--- src/rtl/ltc2600_spi_rx.sv ---
// LTC2600 serial-write receiver: oversamples the SPI pins, deframes writes and
// keeps a shadow copy of the eight DAC input/DAC registers for readback.
module ltc2600_spi_rx #(
    parameter int DATA_WIDTH = 16,
    parameter int MAX_BITS   = 32
) (
    input  logic                  clk,
    input  logic                  rst,
    input  logic                  sck,
    input  logic                  sdi,
    input  logic                  csb,
    input  logic                  clrb,
    output logic                  frame_valid,
    output logic                  frame_error,
    output logic [3:0]            rx_command,
    output logic [3:0]            rx_address,
    output logic [DATA_WIDTH-1:0] rx_data,
    input  logic [2:0]            rd_sel,
    output logic [DATA_WIDTH-1:0] rd_input,
    output logic [DATA_WIDTH-1:0] rd_dac,
    output logic [7:0]            dac_pd
);
    localparam int         SR_W    = 8 + DATA_WIDTH;
    localparam logic [5:0] MIN_CNT = 6'(SR_W);
    localparam logic [5:0] MAX_CNT = 6'(MAX_BITS);

    typedef enum logic [1:0] {IDLE, SHIFT, DONE} state_t;

    state_t                state, state_nxt;
    logic [2:0]            sck_p, csb_p, clrb_p;
    logic [1:0]            sdi_p;
    logic                  sck_rise, csb_fall, csb_rise, clr_act;
    logic                  sr_clear, shift_en, done;
    logic                  armed, frame_ok, apply;
    logic [SR_W-1:0]       sr;
    logic [5:0]            cnt;
    logic [3:0]            f_cmd, f_addr;
    logic [DATA_WIDTH-1:0] f_data;
    logic [7:0]            ch_mask, pd_nxt;
    logic [DATA_WIDTH-1:0] in_reg [8];
    logic [DATA_WIDTH-1:0] dac_reg [8];
    logic [DATA_WIDTH-1:0] in_nxt [8];
    logic [DATA_WIDTH-1:0] dac_nxt [8];

    // Stage p0/p1: two-flop synchronizers; p2 is the edge-detect history.
    // csb syncs reset low so a frame already in progress at reset never arms.
    always_ff @(posedge clk) begin
        if (rst) begin
            sck_p  <= '0;
            sdi_p  <= '0;
            csb_p  <= '0;
            clrb_p <= '1;
        end else begin
            sck_p  <= {sck_p[1:0], sck};
            sdi_p  <= {sdi_p[0], sdi};
            csb_p  <= {csb_p[1:0], csb};
            clrb_p <= {clrb_p[1:0], clrb};
        end
    end

    assign sck_rise = sck_p[1] & ~sck_p[2];
    assign csb_fall = ~csb_p[1] & csb_p[2];
    assign csb_rise = csb_p[1] & ~csb_p[2];
    assign clr_act  = ~clrb_p[2];

    always_ff @(posedge clk) begin
        if (rst) state <= IDLE;
        else     state <= state_nxt;
    end

    always_comb begin
        state_nxt = state;
        case (state)
            IDLE:    if (csb_fall) state_nxt = SHIFT;
            SHIFT:   if (csb_rise) state_nxt = DONE;
            default: state_nxt = IDLE;
        endcase
    end

    always_comb begin
        sr_clear = (state != DONE) && csb_fall;
        shift_en = (state == SHIFT) && sck_rise && !csb_fall;
        done     = (state == DONE);
    end

    // Stage p3: deframe; only the trailing SR_W bits survive in the shifter.
    always_ff @(posedge clk) begin
        if (rst) begin
            sr    <= '0;
            cnt   <= '0;
            armed <= 1'b0;
        end else if (sr_clear) begin
            sr    <= '0;
            cnt   <= '0;
            armed <= 1'b1;
        end else if (shift_en) begin
            sr <= {sr[SR_W-2:0], sdi_p[1]};
            if (cnt != 6'd63) cnt <= cnt + 6'd1;
        end
    end

    assign f_cmd    = sr[SR_W-1 -: 4];
    assign f_addr   = sr[SR_W-5 -: 4];
    assign f_data   = sr[DATA_WIDTH-1:0];
    assign frame_ok = (cnt >= MIN_CNT) && (cnt <= MAX_CNT);
    assign apply    = done && armed && frame_ok;

    always_ff @(posedge clk) begin
        if (rst) begin
            frame_valid <= 1'b0;
            frame_error <= 1'b0;
            rx_command  <= '0;
            rx_address  <= '0;
            rx_data     <= '0;
        end else begin
            frame_valid <= apply;
            frame_error <= done && armed && !frame_ok;
            if (apply) begin
                rx_command <= f_cmd;
                rx_address <= f_addr;
                rx_data    <= f_data;
            end
        end
    end

    always_comb begin
        ch_mask = '0;
        if (f_addr == 4'hF)  ch_mask = '1;
        else if (!f_addr[3]) ch_mask[f_addr[2:0]] = 1'b1;
    end

    // Command 0010 chains: the updated input value feeds the all-channel DAC load.
    always_comb begin
        in_nxt  = in_reg;
        dac_nxt = dac_reg;
        pd_nxt  = dac_pd;
        if (apply && (ch_mask != 8'h00)) begin
            case (f_cmd)
                4'h0: for (int i = 0; i < 8; i++) if (ch_mask[i]) in_nxt[i] = f_data;
                4'h1: for (int i = 0; i < 8; i++) if (ch_mask[i]) begin
                    dac_nxt[i] = in_reg[i];
                    pd_nxt[i]  = 1'b0;
                end
                4'h2: begin
                    for (int i = 0; i < 8; i++) begin
                        if (ch_mask[i]) in_nxt[i] = f_data;
                        dac_nxt[i] = in_nxt[i];
                    end
                    pd_nxt = '0;
                end
                4'h3: for (int i = 0; i < 8; i++) if (ch_mask[i]) begin
                    in_nxt[i]  = f_data;
                    dac_nxt[i] = f_data;
                    pd_nxt[i]  = 1'b0;
                end
                4'h4: for (int i = 0; i < 8; i++) if (ch_mask[i]) pd_nxt[i] = 1'b1;
                default: ;
            endcase
        end
    end

    // Clear overrides any same-cycle command but leaves power-down flags alone.
    always_ff @(posedge clk) begin
        if (rst) begin
            for (int i = 0; i < 8; i++) begin
                in_reg[i]  <= '0;
                dac_reg[i] <= '0;
            end
            dac_pd <= '0;
        end else begin
            for (int i = 0; i < 8; i++) begin
                in_reg[i]  <= clr_act ? '0 : in_nxt[i];
                dac_reg[i] <= clr_act ? '0 : dac_nxt[i];
            end
            dac_pd <= pd_nxt;
        end
    end

    assign rd_input = in_reg[rd_sel];
    assign rd_dac   = dac_reg[rd_sel];
endmodule
--- config.mk ---
export PLATFORM = sky130hd
export DESIGN_NAME = ltc2600_spi_rx
export DESIGN_NICKNAME = d
export VERILOG_FILES = /design/src/rtl/ltc2600_spi_rx.sv
export SDC_FILE = /design/constraint.sdc
export NUM_CORES = 1
export LEC_CHECK = 0
export CORE_MARGIN = 8
export CORE_UTILIZATION = 34
export CTS_CLUSTER_DIAMETER = 30
export DETAILED_ROUTE_END_ITERATION = 16
export DONT_BUFFER_PORTS = 1
export REMOVE_ABC_BUFFERS = 1
export SYNTH_ARGS = -nofsm -noshare
export SYNTH_HDL_FRONTEND = slang
export SYNTH_SLANG_ARGS = --single-unit
export TNS_END_PERCENT = 10
--- constraint.sdc ---
create_clock -name clk -period 3.02 [get_ports clk]
set_input_delay 0.453 -clock clk [delete_from_list [all_inputs] [get_ports clk]]
set_output_delay 0.453 -clock clk [all_outputs]
set_load 0.01 [all_outputs]
Word level (Yosys, flattened, before mapping) --
Cells that the tools add are included. W data, S select, Z words.
Word-level totals: output and inout port bits 66, input bits 9, bits in registers 334
Cells by class: mux-type cells 55, $add $sub $neg 1, bitwise logic cells 8, eq/ne operators 43, reductions and logical operators 39, order comparisons 5
Operators by type and width (count):
- $mux W16 | 28
- $pmux W128 S3 | 1
- $bmux W16 S3 | 2
- $reduce_and A4 Y1 | 16
- $ne A2 B2 Y1 const B | 27
- $pmux W8 S3 | 1
- $mux W1 | 17
- $mux W8 | 2
- $ne A2 B1 Y1 const B | 8
- $logic_and A1 B1 Y1 | 9
- $eq A4 B2 Y1 const B | 2
- $reduce_bool A8 Y1 | 1
- $add A6 B1 Y6 const B | 1
- $ge A6 B5 Y1 const B | 1
- $le A6 B6 Y1 const B | 1
- $ne A6 B6 Y1 const B | 1
- $reduce_and A2 Y1 | 3
- $reduce_bool A3 Y1 | 2
- $reduce_or A2 Y1 | 3
- $eq A4 B1 Y1 const B | 1
- $eq A4 B3 Y1 const B | 1
- $eq A4 B4 Y1 const B | 1
- $ge A4 B4 Y1 const B | 1
- $logic_not A4 Y1 | 1
- other kinds (13) | 20

Logic depth before layout (Yosys ltp) --
depth after elaboration 9, mapped depth 8, depth with buffers taken out 5

Least setup slack after synthesis --
Ideal clock, no wire load.
path type input -> output, from input rd_sel[0], to output rd_dac[10], cell stages on the path 5, arrival time 2278 ps, data required time 2567 ps, slack 289 ps, path through clkbuf_1 > buf_1 > clkbuf_1 > mux4_2 > mux2_2
On the way: cells in the longest elaborated chain, start to end 4
Ends and longest elaborated chain:
- from (decl) | line 18 | input logic [2:0] rd_sel,
- $not A3 Y4 (not written as such) | line 180 | assign rd_dac = dac_reg[rd_sel];
- $bmux W16 S3 | line 180
- $mux W16 (not written as such) (2 in a row) | line 180
- to (decl) | line 20 | output logic [DATA_WIDTH-1:0] rd_dac,
No other way between the ends. The select of a mux whose other input is x is not followed.

Final worst setup path --
from register sr[19], to register dac_reg[118] (netlist bit)
On the way: cells in the longest elaborated chain, start to end 5
Ends and longest elaborated chain:
- from (decl) | line 35 | logic [SR_W-1:0] sr;
- from (signal assigned) | line 97 | sr <= {sr[SR_W-2:0], sdi_p[1]};
- $eq A4 B4 Y1 or $mux W8 (tied branches) | line 128, 129
- $mux W8 * | line 128 | if (f_addr == 4'hF) ch_mask = '1;
- $reduce_bool A8 Y1 | line 137 | if (apply && (ch_mask != 8'h00)) begin
- $logic_and A1 B1 Y1 | line 137
- $reduce_and A4 Y1 (no line)
- to (signal, indexed assignment) | line 173 | dac_reg[i] <= clr_act ? '0 : dac_nxt[i];
- to (decl) | line 41 | logic [DATA_WIDTH-1:0] dac_reg [8];
Mark *: on every way between the ends. The rest lies on a longest branch, timed or not. A chain may end at the register's enable or synchronous reset.

==> flow_summary_export.csv <==
group,metric,value,unit
global_route,grt_usage,21.4,%
placed_design,io_buffers,0,
synth,avgSynthCellArea,9.79,um2
setup_path,critical_path.max_stage_delay,0.72,ns
timing,setup_viol,0,
power_and_ir_drop,clkPwrFrac,64.7,%
power_and_ir_drop,pwr-share-seq,34.0,%
final_layout,drive_above_1_share,21.1,%
clocking,cts-root-buf,"clkbuf_16",
synth,ys_seq_area_share,40.2,%
drt,drt_wl_total,62200,um
setup_path,path_cells,"and4_1, nor2_1, a211o_1, o221a_2",
drt,post-route-drc-count,0,
setup_path,cp_slowest_cell,"a211o_1",
floorplan,rows,81,
setup_path,cp.required,3.48,ns
final_layout,fin_area,20000,um2
global_route,grt_pass1_vias,14415,
setup_path,critPathLaunchType,"register",
final_layout,stdcell_count,2340,
timing,slew_headroom,33.4,%
clocking,htreeDepth,3,
synth,post-synth-top-count-cell,"dfxtp_1",
drt,antenna_left,0,
synth,synthCells,1700,
synth,synth_top_cells_by_area,"dfxtp_1 (40%), mux2i_1 (9.1%), mux4_2 (8.7%)",
clocking,clk_path_buf_depth,3,
clocking,post-cts-setup-buffer-count,0,
timing,holdWs,0.0441,ns
power_and_ir_drop,p_per_area,652,nW/um2
setup_path,critPathArrivalTime,3.21,ns
synth,ys_ff_latch,334,
timing,fmax,363,MHz
final_layout,area_growth,20.1,%
floorplan,fp.dieArea,56300,um2
power_and_ir_drop,combPwrFrac,1.3,%
global_route,grt_pass1_wl,92400,um
synth,synthTopCellsByCount,"dfxtp_1 (334), mux2i_1 (152), nand2_1 (152)",
floorplan,die_x,237,um
drt,vias,14550,
drt,post_drt_wl_per_cell,26.6,um
synth,synth_cell_types,60,
drt,viasPerCell,6.22,
synth,yosys.area_share.simple,12.6,%
drt,drtIter0Drc,1735,
timing,report.final.hold_viol_count,0,
floorplan,die_h,237,um
global_route,grt_overflow,0,
timing,tightestPinTransition,0.992,ns
synth,yosys_warnings,0,
timing,period_share,91.2,%
synth,muxShareOfSynthArea,21.1,%
power_and_ir_drop,power,13.0,mW
synth,syn_area,16600,um2
global_route,grt_max_degree,70,
placed_design,gp_congestion,0.843,
timing,report.final.slew_viol_count,0,
synth,synth_top_family_by_area,"multiplexers",
synth,yosys_most_used_dff,"dfxtp_1",
setup_path,crit_type,"register to register",
synth,synth_largest_area_cell,"dfxtp_1",
placed_design,hpwl,37600,um
final_layout,nets,1673,
synth,synth-edff-count,0,
power_and_ir_drop,vdd.ir_drop.worst,0.467,mV
floorplan,start_util,34.2,%
timing,rsz0062_at_grt,"false",
synth,yosys.area.top_type_share,40.2,%
final_layout,diodes,0,
clocking,cts_tree,"built",
synth,synth_xor_area_share,0.211,%
power_and_ir_drop,power.leakage,7.52,nW
clocking,cts.clk_slew.worst_paths,0.05,ns
placed_design,placed_area,17300,um2
drt,drtPass1Iterations,5,
clocking,cts_resized,0,
synth,async_reset_ff_share,0,%
global_route,antenna_found_initial,1,
setup_path,critPathMaxFanout,16,
floorplan,core,48600,um2
clocking,clock_latency,0.58,ns
setup_path,cp-end-kind,"register",
clocking,cts_inserted_buffers,76,
timing,fin_skew,0.0238,ns
status,status,"complete, no violations",
synth,synth_adder_area_share,0.211,%
power_and_ir_drop,p_switching,2.72,mW
floorplan,pin_count,75,
power_and_ir_drop,p_sw_share,20.9,%
timing,period_minus_slack,2.75,ns
flow_run,maxCapViolCount,0,
synth,synth_compound_area_share,20.3,%
placed_design,place_inst,2201,
clocking,cts_sinks,334,
final_layout,final_util,41.1,%
min_path,hp-class,"input pin to register",
power_and_ir_drop,p_int,10.3,mW
==> final cells by class <==
cell class / instances / area (um2)
well taps: 622 / 778
fillers: 4604 / 28700
inverters: 11 / 41.3
clock inverters: 36 / 483
clock buffers: 98 / 2140
flip-flops and latches: 334 / 6690
repair buffers: 80 / 723
multi-input cells: 1159 / 9140
==> path summary, 6_finish.rpt <==
| kind | slack, ns | cells past startpoint | startpoint | endpoint |
|---|---|---|---|---|
| hold / removal | 0.04 | 1 | rst | dac_pd[4]$_SDFFE_PP0P_ |
| setup reg to reg | 0.27 | 4 | sr[19]$_SDFFE_PP0P_ | dac_reg[118]$_SDFFE_PP0P_ |
| setup / recovery | 0.27 | 4 | sr[19]$_SDFFE_PP0P_ | dac_reg[118]$_SDFFE_PP0P_ |
| hold reg to reg | 0.41 | 1 | clrb_p[1]$_SDFF_PP1_ | clrb_p[2]$_SDFF_PP1_ |
==> metrics by stage <==
| stage | setup TNS (ns) | setup WS [ns] |
|---|---|---|
| floorplan | -1291.10 | -5.22 |
| global placement | 0 | 0.384 |
| detailed placement | 0 | 0.339 |
| CTS | 0 | 0.319 |
| global route | 0 | 0.217 |
| finish | 0 | 0.266 |
==> layout by cell type, fill, tap and decap left out, drive strengths merged, types with 6 or more instances in the layout <==
| master | count |
|---|---|
| inv | 18 |
| o221a | 16 |
| bufinv | 10 |
| o311ai | 51 |
| nand2b | 50 |
| mux2i | 152 |
| nor2 | 36 |
| nand3 | 29 |
| or3 | 16 |
| nor2b | 58 |
| clkbuf | 98 |
| a211oi | 113 |
| and2 | 19 |
| mux2 | 48 |
| dfxtp | 334 |
| nor3 | 9 |
| a21oi | 82 |
| clkinvlp | 7 |
| nand2 | 152 |
| a31oi | 65 |
| nor4b | 6 |
| o21ai | 79 |
| buf | 76 |
| a22oi | 64 |
| mux4 | 64 |
| clkinv | 12 |
==> critical path: cells and delay by family (launching register included) <==
| family | cells | cell delay [ns] |
|---|---|---|
| AO/OA/AOI/OAI | 2 | 1.13 |
| AND/OR/NAND/NOR | 2 | 0.91 |
| flip-flops | 1 | 0.60 |
==> cell families after synthesis <==
kind of cell	after synthesis
compound gates	491
xor+xnor	4
fa+ha+maj	3
buf+inv	207
flops	334
mux	264
simple gates	397
==> power by group through the flow <==
stage	Sequential [mW]	Combinational, mW	Clock [mW]
floorplan	4.51	0.0981	0
global placement	4.51	0.145	0
detailed placement	4.51	0.147	0
CTS	4.43	0.163	8.48
global route	4.43	0.173	8.75
finish	4.43	0.166	8.42
==> what timing repair did <==
item / in CTS / in global routing
endpoints found under the setup margin: 0 / 0
hold buffers: 5 / 0
endpoints found under the hold margin: 43 / 0
==> per-layer routing <==
layer  GRT usage [%]  vias up  part of all wire, %
li1                -     6334                    -
met1            28.3     7180                   42
met2            31.2      824                   42
met3            7.33      212                   12
met4            9.74        0                  4.4
met5               0        -                    0
No activity file was read; power rests on OpenSTA's default activity.
